<file path="src/rtl/vs_timing_meas_pkg.sv">
// Shared types and defaults for the frame-timing measurement stage.
package vs_timing_meas_pkg;

    localparam int DEF_W           = 12;
    localparam int DEF_TO_W        = 24;
    localparam int DEF_LOCK_FRAMES = 3;

    typedef enum logic {
        IDLE = 1'b0,
        MEAS = 1'b1
    } state_t;

    // Published geometry at the default counter width.
    typedef struct packed {
        logic [DEF_W-1:0] h;
        logic [DEF_W-1:0] v;
    } geom_t;

endpackage

</file>
<file path="src/rtl/vs_timing_meas_line_counter.sv">
// Per-frame line statistics: pixels per line, line count, line-length consistency.
// frame_* outputs already include a line that completes in the current cycle.
module vs_timing_meas_line_counter
    import vs_timing_meas_pkg::*;
#(
    parameter int W = DEF_W
) (
    input  logic         clk,
    input  logic         rst_n,
    input  logic         de,
    input  logic         frame_clr,
    output logic [W-1:0] frame_lines,
    output logic [W-1:0] frame_ref,
    output logic         frame_bad
);

    localparam logic [W-1:0] CNT_MAX = '1;

    logic         de_d;
    logic         skip;
    logic         bad;
    logic [W-1:0] pix_cnt;
    logic [W-1:0] line_cnt;
    logic [W-1:0] ref_len;

    logic line_done;
    logic first_line;
    logic mismatch;
    logic pix_sat;
    logic line_sat;

    // A line cut by a frame boundary is skipped until its de run ends.
    assign line_done  = de_d & ~de & ~skip;
    assign first_line = line_done & (line_cnt == '0);
    assign mismatch   = line_done & ~first_line & (pix_cnt != ref_len);
    assign pix_sat    = de & ~skip & (pix_cnt == CNT_MAX);
    assign line_sat   = line_done & (line_cnt == CNT_MAX);

    assign frame_lines = (line_done && !line_sat) ? line_cnt + 1'b1 : line_cnt;
    assign frame_ref   = first_line ? pix_cnt : ref_len;
    assign frame_bad   = bad | mismatch | pix_sat | line_sat;

    always_ff @(posedge clk or negedge rst_n) begin
        if (!rst_n) begin
            de_d     <= 1'b0;
            skip     <= 1'b0;
            bad      <= 1'b0;
            pix_cnt  <= '0;
            line_cnt <= '0;
            ref_len  <= '0;
        end else begin
            de_d <= de;
            if (frame_clr) begin
                skip     <= de;
                bad      <= 1'b0;
                pix_cnt  <= '0;
                line_cnt <= '0;
                ref_len  <= '0;
            end else begin
                if (skip && !de)
                    skip <= 1'b0;
                bad      <= frame_bad;
                line_cnt <= frame_lines;
                ref_len  <= frame_ref;
                if (line_done)
                    pix_cnt <= '0;
                else if (de && !skip && !pix_sat)
                    pix_cnt <= pix_cnt + 1'b1;
            end
        end
    end

endmodule

</file>
<file path="src/rtl/vs_timing_meas.sv">
// Frame-timing measurement: publishes active pixels/lines per frame and declares
// lock once the geometry repeats for LOCK_FRAMES consistent frames.
module vs_timing_meas
    import vs_timing_meas_pkg::*;
#(
    parameter int W              = DEF_W,
    parameter int LOCK_FRAMES    = DEF_LOCK_FRAMES,
    parameter int VS_ACTIVE_HIGH = 1,
    parameter int TO_W           = DEF_TO_W
) (
    input  logic         clk,
    input  logic         rst_n,
    input  logic         vs_pos_edge,
    input  logic         vs_neg_edge,
    input  logic         de,
    output logic         frame_start,
    output logic [W-1:0] h_active,
    output logic [W-1:0] v_active,
    output logic         meas_valid,
    output logic         locked,
    output logic         lost,
    output logic [7:0]   frame_cnt,
    output state_t       dbg_state
);

    typedef struct packed {
        logic [W-1:0] h;
        logic [W-1:0] v;
    } geom_w_t;

    localparam logic [3:0]      LOCK_N = 4'(LOCK_FRAMES);
    localparam logic [TO_W-1:0] WD_MAX = '1;

    logic         fe;
    logic [W-1:0] frame_lines;
    logic [W-1:0] frame_ref;
    logic         frame_bad;

    state_t          state;
    state_t          state_nxt;
    logic [TO_W-1:0] wd;
    logic            wd_exp;
    logic [3:0]      stable_cnt;
    logic [3:0]      stable_nxt;
    logic            publish;
    logic            locked_d;
    geom_w_t         pub;

    assign fe        = (VS_ACTIVE_HIGH != 0) ? vs_pos_edge : vs_neg_edge;
    assign wd_exp    = (state == MEAS) && (wd == WD_MAX);
    assign h_active  = pub.h;
    assign v_active  = pub.v;
    assign dbg_state = state;

    vs_timing_meas_line_counter #(
        .W (W)
    ) u_line_counter (
        .clk         (clk),
        .rst_n       (rst_n),
        .de          (de),
        .frame_clr   (fe),
        .frame_lines (frame_lines),
        .frame_ref   (frame_ref),
        .frame_bad   (frame_bad)
    );

    always_ff @(posedge clk or negedge rst_n) begin
        if (!rst_n)
            state <= IDLE;
        else
            state <= state_nxt;
    end

    always_comb begin
        state_nxt  = state;
        stable_nxt = stable_cnt;
        publish    = 1'b0;
        case (state)
            IDLE: begin
                if (fe)
                    state_nxt = MEAS;
            end
            MEAS: begin
                if (fe) begin
                    if (!frame_bad && (frame_lines != '0)) begin
                        publish = 1'b1;
                        // Stability only grows when the pair repeats an earlier publish.
                        if ((frame_ref == pub.h) && (frame_lines == pub.v) && (stable_cnt != 4'd0))
                            stable_nxt = (stable_cnt >= LOCK_N) ? LOCK_N : stable_cnt + 4'd1;
                        else
                            stable_nxt = 4'd1;
                    end else begin
                        stable_nxt = 4'd0;
                    end
                end else if (wd_exp) begin
                    state_nxt  = IDLE;
                    stable_nxt = 4'd0;
                end
            end
            default: state_nxt = IDLE;
        endcase
    end

    always_ff @(posedge clk or negedge rst_n) begin
        if (!rst_n) begin
            wd          <= '0;
            stable_cnt  <= 4'd0;
            frame_start <= 1'b0;
            meas_valid  <= 1'b0;
            pub         <= '0;
            locked      <= 1'b0;
            locked_d    <= 1'b0;
            lost        <= 1'b0;
            frame_cnt   <= 8'd0;
        end else begin
            if (fe || (state != MEAS))
                wd <= '0;
            else
                wd <= wd + 1'b1;
            stable_cnt  <= stable_nxt;
            frame_start <= fe;
            meas_valid  <= publish;
            if (publish) begin
                pub.h <= frame_ref;
                pub.v <= frame_lines;
            end
            locked    <= (stable_nxt == LOCK_N);
            locked_d  <= locked;
            lost      <= locked_d & ~locked;
            frame_cnt <= frame_cnt + {7'd0, fe};
        end
    end

endmodule

</file>
<file path="config.mk">
export PLATFORM = sky130hd
export DESIGN_NAME = vs_timing_meas
export DESIGN_NICKNAME = d
export VERILOG_FILES = /design/src/rtl/vs_timing_meas_pkg.sv /design/src/rtl/vs_timing_meas_line_counter.sv /design/src/rtl/vs_timing_meas.sv
export SDC_FILE = /design/constraint.sdc
export NUM_CORES = 1
export LEC_CHECK = 0
export ABC_CLOCK_PERIOD_IN_PS = 2600
export BUFFER_PORTS_ARGS = -buffer_cell sky130_fd_sc_hd__buf_2
export CORE_MARGIN = 2
export CORE_UTILIZATION = 50
export CTS_CLUSTER_SIZE = 14
export DETAILED_ROUTE_END_ITERATION = 12
export PLACE_DENSITY_LB_ADDON = 0.25
export RECOVER_POWER = 50
export SETUP_SLACK_MARGIN = 0.1
export SYNTH_ARGS = -nofsm -noshare
export SYNTH_HDL_FRONTEND = slang
export SYNTH_SLANG_ARGS = --single-unit
</file>
<file path="constraint.sdc">
create_clock -name clk -period 2.6 [get_ports clk]
set_input_delay 0.52 -clock clk [delete_from_list [all_inputs] [get_ports clk]]
set_output_delay 0.52 -clock clk [all_outputs]
set_load 0.01 [all_outputs]
</file>
## Yosys cells after proc, flatten, opt, wreduce, memory -nomap -nowiden

Index checks and enable logic that the tools add are counted.

- Order comparisons: 1
- $add $sub $neg: 5
- Equal/unequal tests: 7
- Multiplexer cells: 24
- Bitwise logic cells: 17
- Reductions and logical operators: 19

Operators by type and width:

| kind | number |
|---|---|
| 12-bit two-way mux | 7 |
| 12-bit by 1-bit adder with 12-bit output, second input constant | 2 |
| 24-bit by 1-bit adder with 24-bit output, second input constant | 1 |
| 12-bit == test | 2 |
| 12-bit == test, second input constant | 2 |
| 24-bit == test, second input constant | 1 |
| 24-bit two-way mux | 1 |
| 4-bit two-way mux | 6 |
| 12-bit zero test | 1 |
| 12-bit inequality test | 1 |
| 12-bit nonzero test | 1 |
| 1-bit AND | 9 |
| 1-bit two-way mux | 9 |
| 8-bit by 1-bit adder with 8-bit output | 1 |
| 1-bit logical AND | 8 |
| 1-bit zero test | 5 |
| 1-bit NOT | 5 |
| 4-bit by 1-bit adder with 4-bit output, second input constant | 1 |
| 4-bit by 2-bit == test with 1-bit output, second input constant | 1 |
| 4-bit by 2-bit greater-or-equal comparator with 1-bit output, second input constant | 1 |
| 4-bit nonzero test | 1 |
| 1-bit OR | 3 |
| 3-bit nonzero test | 1 |
| 1-bit case mux with 2 select lines | 1 |
| 2 further kinds | 2 |

- Logic and storage cells: 90
- Output and inout port bits: 37
- Input port bits: 5
- Bits in registers: 105

## Depth between registers and ports, before layout

- Depth after elaboration: 16
- Mapped depth: 13
- Gate-level depth less buffers: 10

## By module

Synthesis repeated with hierarchy kept, for this count alone.

- Cells, all modules: 493
- Area, all modules: 5415.2 um^2

By module, submodules not included:

| module | sequential area each (um^2) | times used | cells an instance | area an instance (um^2) |
|---|---|---|---|---|
| vs_timing_meas | 1651.6 | 1 | 261 | 3109.2 |
| vs_timing_meas_line_counter | 975.9 | 1 | 232 | 2306.0 |

## Least setup slack after synthesis

Ideal clock, no wire load.

- Kind: in2reg
- From: input port de
- To: register locked
- Data required time: 2480 ps
- Library setup time: 120 ps
- Setup slack: -250 ps
- Stages: 11
- Arrival time: 2731 ps
- Path through: or3b_1 -> buf_2 -> buf_6 -> or4b_1 -> buf_6 -> buf_4 -> nor3_1 -> o2111ai_1 -> nor4_2 -> o21ai_1 -> and3_1

- Cells in the longest elaborated chain, start to end: 16
- Elaborated cells between the ends (all ways): 29
- Those cells by class: eq/ne: 3; mux: 6; bitwise: 13; reduce/logical: 7

Ends and longest elaborated chain:

| item | line | source |
|---|---|---|
| start: declaration | vs_timing_meas.sv:15 | `input logic de,` |
| 1-bit NOT | vs_timing_meas_line_counter.sv:33 | `assign line_done = de_d & ~de & ~skip;` |
| 1-bit AND (2 in series) | vs_timing_meas_line_counter.sv:33 |  |
| 1-bit AND | vs_timing_meas_line_counter.sv:34 | `assign first_line = line_done & (line_cnt == '0);` |
| 1-bit NOT | vs_timing_meas_line_counter.sv:35 | `assign mismatch = line_done & ~first_line & (pix_cnt != ref_len);` |
| 1-bit AND (2 in series) | vs_timing_meas_line_counter.sv:35 |  |
| 1-bit OR (3 in series) | vs_timing_meas_line_counter.sv:41 | `assign frame_bad = bad \| mismatch \| pix_sat \| line_sat;` |
| 1-bit zero test | vs_timing_meas.sv:85 | `if (!frame_bad && (frame_lines != '0)) begin` |
| 1-bit logical AND | vs_timing_meas.sv:85 |  |
| 4-bit two-way mux * | vs_timing_meas.sv:85 |  |
| 4-bit two-way mux * | vs_timing_meas.sv:84 | `if (fe) begin` |
| 4-bit two-way mux * | vs_timing_meas.sv:78 | `case (state)` |
| named net stable_nxt[0] | vs_timing_meas.sv:44 | `logic [3:0] stable_nxt;` |
| 4-bit by 2-bit == test with 1-bit output * | vs_timing_meas.sv:127 | `locked <= (stable_nxt == LOCK_N);` |
| end signal: assignment | vs_timing_meas.sv:127 |  |
| end: declaration | vs_timing_meas.sv:20 | `output logic locked,` |

The timed path passes the listed nets; every way through them passes the cells marked *.
A chain may end at the register's enable or synchronous reset.

## Final worst setup path

- From: register u_line_counter.line_cnt[0]
- To: register pub, in the netlist h_active[7]

- Cells in the longest elaborated chain, start to end: 13
- Elaborated cells between the ends (all ways): 21
- Those cells by class: add/sub: 1; eq/ne: 1; mux: 5; bitwise: 8; reduce/logical: 6

Ends and longest elaborated chain:

| item | line | source |
|---|---|---|
| start: declaration | vs_timing_meas_line_counter.sv:23 | `logic [W-1:0] line_cnt;` |
| start signal: assignment | vs_timing_meas_line_counter.sv:63 | `line_cnt <= frame_lines;` |
| parallel branches: the longest is 13 deep, another holds 12-bit by 1-bit adder with 12-bit output | -- |  |
| end: declaration | vs_timing_meas.sv:47 | `geom_w_t pub;` |

Several ways; the timed one is not identified.

==> impl_results.rst <==
.. list-table::
   :header-rows: 1

   * - Metric
     - Value
   * - Post-detailed-routing wire length
     - 14.5 mm
   * - Signal arrival time at the worst endpoint
     - 3.22 ns
   * - Cell count after synthesis
     - 563
   * - Count of max-cap constraint violations
     - 0
   * - Crit Reg-Reg Startpoint
     - u_line_counter.line_cnt[0]
   * - Final Cycle Share
     - 1.13
   * - GRT Total Usage
     - 0.258
   * - Minimum setup slack among reg-to-reg paths
     - -0.34 ns
   * - Class of the most critical hold timing path
     - in -> async
   * - Maximum level of the CTS H-tree
     - 3
   * - Failing checks
     - negative setup slack
   * - Maximum root-to-sink buffer count
     - 2
   * - Pre-CTS setup slack
     - -0.506 ns
   * - Port Buf Inserts
     - 40
   * - Number of clock sinks
     - 105
   * - Clock buffer count from CTS
     - 9
   * - Post-synthesis share of cell area spent on xor and xnor gates
     - 0.138
   * - Final worst clock skew
     - 0.0135 ns
   * - Prevailing post-synth register cell
     - sky130_fd_sc_hd__dfrtp_1
   * - Post-synthesis compound-gate area fraction
     - 0.0712
   * - Combinational fraction of design power
     - 0.214
   * - Fraction of layout cells with a size suffix above 1
     - 0.288
   * - Synthesis warning total
     - 0
   * - Final weighted congestion of routability-driven global placement
     - 0.947
   * - Worst Setup Start Kind
     - flip-flop
   * - Part of the total power dissipated in the clock network
     - 0.262
   * - Power dissipated by switching net loads
     - 1.18 mW
   * - Multiplexer fraction of the synthesized cell area
     - 0.0370
   * - Vias/cell
     - 5.60
   * - Clock tree from TritonCTS
     - built
   * - Nets
     - 696
   * - Routed wirelength normalized by instance count
     - 17.5 um
   * - Number of cells on the worst reg-to-reg path
     - 12
   * - Post-route antenna net violation count
     - 0
   * - Power density over cell area
     - 517 nW/um^2
   * - Required time of the critical path
     - 2.88 ns
   * - Peak fanout along the critical path
     - 7
   * - Final hold slack
     - 0.317 ns
   * - Overflow left after global routing
     - 0
   * - Static leakage power
     - 3.20 nW
   * - Capture point of the worst reg-to-reg path
     - h_active[7]
   * - Post-synthesis register bit count
     - 105
   * - Number of max-slew violations in the final report
     - 0
   * - Pin count of the biggest net entering global routing
     - 43
   * - Simple-gate area share of the yosys netlist
     - 0.220
   * - Switching power share of the total
     - 0.322
   * - Endpoint type of the worst setup path
     - flip-flop
   * - Clock-pin slew of the registers on the worst-case setup and hold paths
     - 0.11 ns
   * - Core Area
     - 10800 um^2
   * - Final worst-path setup slack
     - -0.337 ns
   * - Wire length of the first global-routing pass
     - 23.4 mm
   * - Antenna diode count
     - 0
   * - Internal Dissipation
     - 2.48 mW
   * - Antenna violations before repair
     - 0
   * - Iteration count of the initial detailed-routing pass
     - 7
   * - Achievable frequency
     - 341 MHz
   * - Shortest clock period the worst path allows after layout
     - 2.94 ns
   * - DRC violation count after routing
     - 0
   * - Width of the die
     - 109 um
   * - Proportion of synthesized chip area in sequential cells
     - 0.473
   * - Cell area after technology mapping
     - 5550 um^2
   * - Clock insertion delay at the later pin of the skew report
     - 0.39 ns
   * - Per-instance average area after synthesis
     - 9.86 um^2
   * - Post-synthesis share of cell area spent on full adders, half adders and majority gates
     - 0.0180
   * - Starting density of the core
     - 0.512
   * - Worst-case headroom to the max-slew limit
     - 0.264
   * - DIE AREA
     - 12000 um^2
   * - Syn nets
     - 576
   * - Hold Violations, Final
     - 0
   * - Count of standard-cell rows
     - 38
   * - Area share of the leading cell type in the synthesized netlist
     - 0.473
   * - Number of DRC markers after the initial detailed-route iteration
     - 282
   * - Number of unique standard cell types used by synthesis
     - 60
   * - Dominant combinational cell family by area after synthesis
     - simple AND/OR/NAND/NOR gates
   * - Actual transition at the worst max-transition pin
     - 1.10 ns
   * - Relative contribution of sequential cells to total power
     - 0.524
   * - Cell taking the most area after synthesis
     - sky130_fd_sc_hd__dfrtp_1
   * - Synth top area cells
     - sky130_fd_sc_hd__dfrtp_1 47%, sky130_fd_sc_hd__xnor2_1 6.5%, sky130_fd_sc_hd__xor2_1 6.2%
   * - # IOs
     - 42
   * - Vertical extent of the die
     - 109 um
   * - Fraction of registers with async set/reset
     - 1.00
   * - Master cell of the clock root buffer
     - sky130_fd_sc_hd__clkbuf_8
   * - Total of endpoints with negative setup slack in the final report
     - 28
   * - Half-perimeter wire length after detailed placement
     - 9.99 mm
   * - Synth-to-layout area growth
     - 27.6%
   * - EDFF count, synth
     - 0
   * - Peak ir drop on the vdd network
     - 0.469 mV
   * - Via count
     - 4633
   * - Crit Path Class
     - reg -> reg
   * - Via count of the first global-routing pass
     - 4718
   * - Unrepaired setup endpoints after global routing
     - yes
   * - Run status
     - finished, violations left
[per-layer routing]
metal	track usage	vias to the layer above	share of wire
met1	0.340	2292	0.43
met3	0.0599	23	0.063
li1	-	2189	-
met5	0	-	0
met2	0.416	129	0.49
met4	0.0931	0	0.020
[stage by stage]
| stage | TNS, ns | utilization | power, mW | std cells | instance area, um^2 |
|---|---|---|---|---|---|
| after floorplan | -1.45 | - | 2.33 | 563 | 5650 |
| after global placement | -10.50 | 0.596 | 2.60 | 793 | 6460 |
| after detailed placement | -10.65 | 0.596 | 2.63 | 793 | 6460 |
| after CTS | -5.89 | 0.643 | 3.69 | 823 | 6970 |
| after global routing | -9.33 | 0.653 | 3.86 | 827 | 7080 |
| final | -7.58 | 0.653 | 3.67 | 827 | 7080 |
[cells in the final DEF (no fill, tap or decap), drive strengths merged, types with 4 or more instances in the layout]
| cell type | instances |
|---|---|
| and3 | 11 |
| mux2i | 17 |
| nor4 | 10 |
| nor2b | 8 |
| clkbuf | 14 |
| nand4 | 24 |
| o21ai | 16 |
| or3 | 8 |
| nor2 | 80 |
| nand3 | 20 |
| nor3b | 4 |
| inv | 20 |
| ha | 8 |
| and2 | 4 |
| xnor2 | 41 |
| xor2 | 39 |
| nand2 | 34 |
| dfrtp | 105 |
| a21oi | 18 |
| nor3 | 15 |
| and4 | 5 |
| buf | 136 |
[final cells by class]
cell class / count / area [um^2]
multi-input cells: 409 / 2930
clock buffers: 9 / 124
clock inverters: 6 / 50.0
repair buffers: 142 / 1110
inverters: 16 / 67.6
fillers: 856 / 3760
well taps: 140 / 175
flip-flops and latches: 105 / 2630
[critical path: stages (launching register included)]
cell and delay [ns]:
sky130_fd_sc_hd__dfrtp_1 0.44, sky130_fd_sc_hd__inv_1 0.08, sky130_fd_sc_hd__ha_2 0.17, sky130_fd_sc_hd__or4b_4 0.46, sky130_fd_sc_hd__buf_4 0.15, sky130_fd_sc_hd__nor3b_2 0.14
sky130_fd_sc_hd__o22ai_1 0.09, sky130_fd_sc_hd__a211o_1 0.35, sky130_fd_sc_hd__or3_4 0.44, sky130_fd_sc_hd__inv_8 0.11, sky130_fd_sc_hd__buf_6 0.11, sky130_fd_sc_hd__bufbuf_16 0.25
sky130_fd_sc_hd__a21oi_1 0.06
[power by group through the flow]
stage	Sequential (mW)	Combinational (mW)	Clock (mW)
2_1_floorplan	1.98	0.352	0
3_3_place_gp	1.94	0.663	0
3_5_place_dp	1.95	0.681	0
4_1_cts	1.92	0.770	1.00
5_1_grt	1.94	0.854	1.06
6_report	1.92	0.785	0.961
[flip-flops by register name, indices dropped and copies added (netlist names), 4 cells and up]
| register | cells |
|---|---|
| v_active | 12 |
| u_line_counter.line_cnt | 12 |
| stable_cnt | 4 |
| u_line_counter.pix_cnt | 12 |
| h_active | 12 |
| wd | 24 |
| u_line_counter.ref_len | 12 |
| frame_cnt | 8 |
[cell usage after synthesis (3+ instances only)]
cell type                   number
sky130_fd_sc_hd__and4_1          5
sky130_fd_sc_hd__inv_1          15
sky130_fd_sc_hd__clkbuf_1       20
sky130_fd_sc_hd__nor2_1         80
sky130_fd_sc_hd__xnor2_1        41
sky130_fd_sc_hd__nor3_1         15
sky130_fd_sc_hd__buf_6           4
sky130_fd_sc_hd__xnor3_1         3
sky130_fd_sc_hd__mux2i_1        16
sky130_fd_sc_hd__nand4_1        24
sky130_fd_sc_hd__nor3b_1         4
sky130_fd_sc_hd__o2111ai_1       3
sky130_fd_sc_hd__nand3b_1        3
sky130_fd_sc_hd__a21oi_1        18
sky130_fd_sc_hd__xor2_1         39
sky130_fd_sc_hd__and3_1         11
sky130_fd_sc_hd__nand3_1        20
sky130_fd_sc_hd__ha_1            8
sky130_fd_sc_hd__dfrtp_1       105
sky130_fd_sc_hd__nand2_1        34
sky130_fd_sc_hd__nor4_1          9
sky130_fd_sc_hd__nor2b_1         8
sky130_fd_sc_hd__buf_4           3
sky130_fd_sc_hd__and2_1          4
sky130_fd_sc_hd__o21ai_0        14
sky130_fd_sc_hd__nand2b_1        3
sky130_fd_sc_hd__or3_1           8
sky130_fd_sc_hd__buf_2           5
[timing repair]
action / in CTS / in global routing
resized for setup: 30 / 19
hold buffers: 0 / 0
pin swaps: 17 / 6
cloned: 4 / 0
buffers inserted: 11 / 4
setup endpoints to repair: 35 / 37
[worst max-delay path by stage]
stage	start	endpoint	slack, ns
after floorplan	de	locked	-0.19
after global placement	de	locked	-0.50
after detailed placement	de	locked	-0.51
after CTS	u_line_counter.line_cnt[0]	locked	-0.32
after global routing	u_line_counter.line_cnt[0]	locked	-0.42
final	u_line_counter.line_cnt[0]	h_active[7]	-0.34
[kinds of logic (layout without fill, tap and decap cells)]
kind of cell               count (synthesis)  after routing
buffers and inverters                     49            173
and+or+nand+nor                          239            239
xor gates and xnor gates                  83             83
AOI/OAI and AO/OA                         60             60
adders and majority gates                  8              8
muxes                                     19             19
DFF                                      105            105
(Power assumes the default switching activity.)
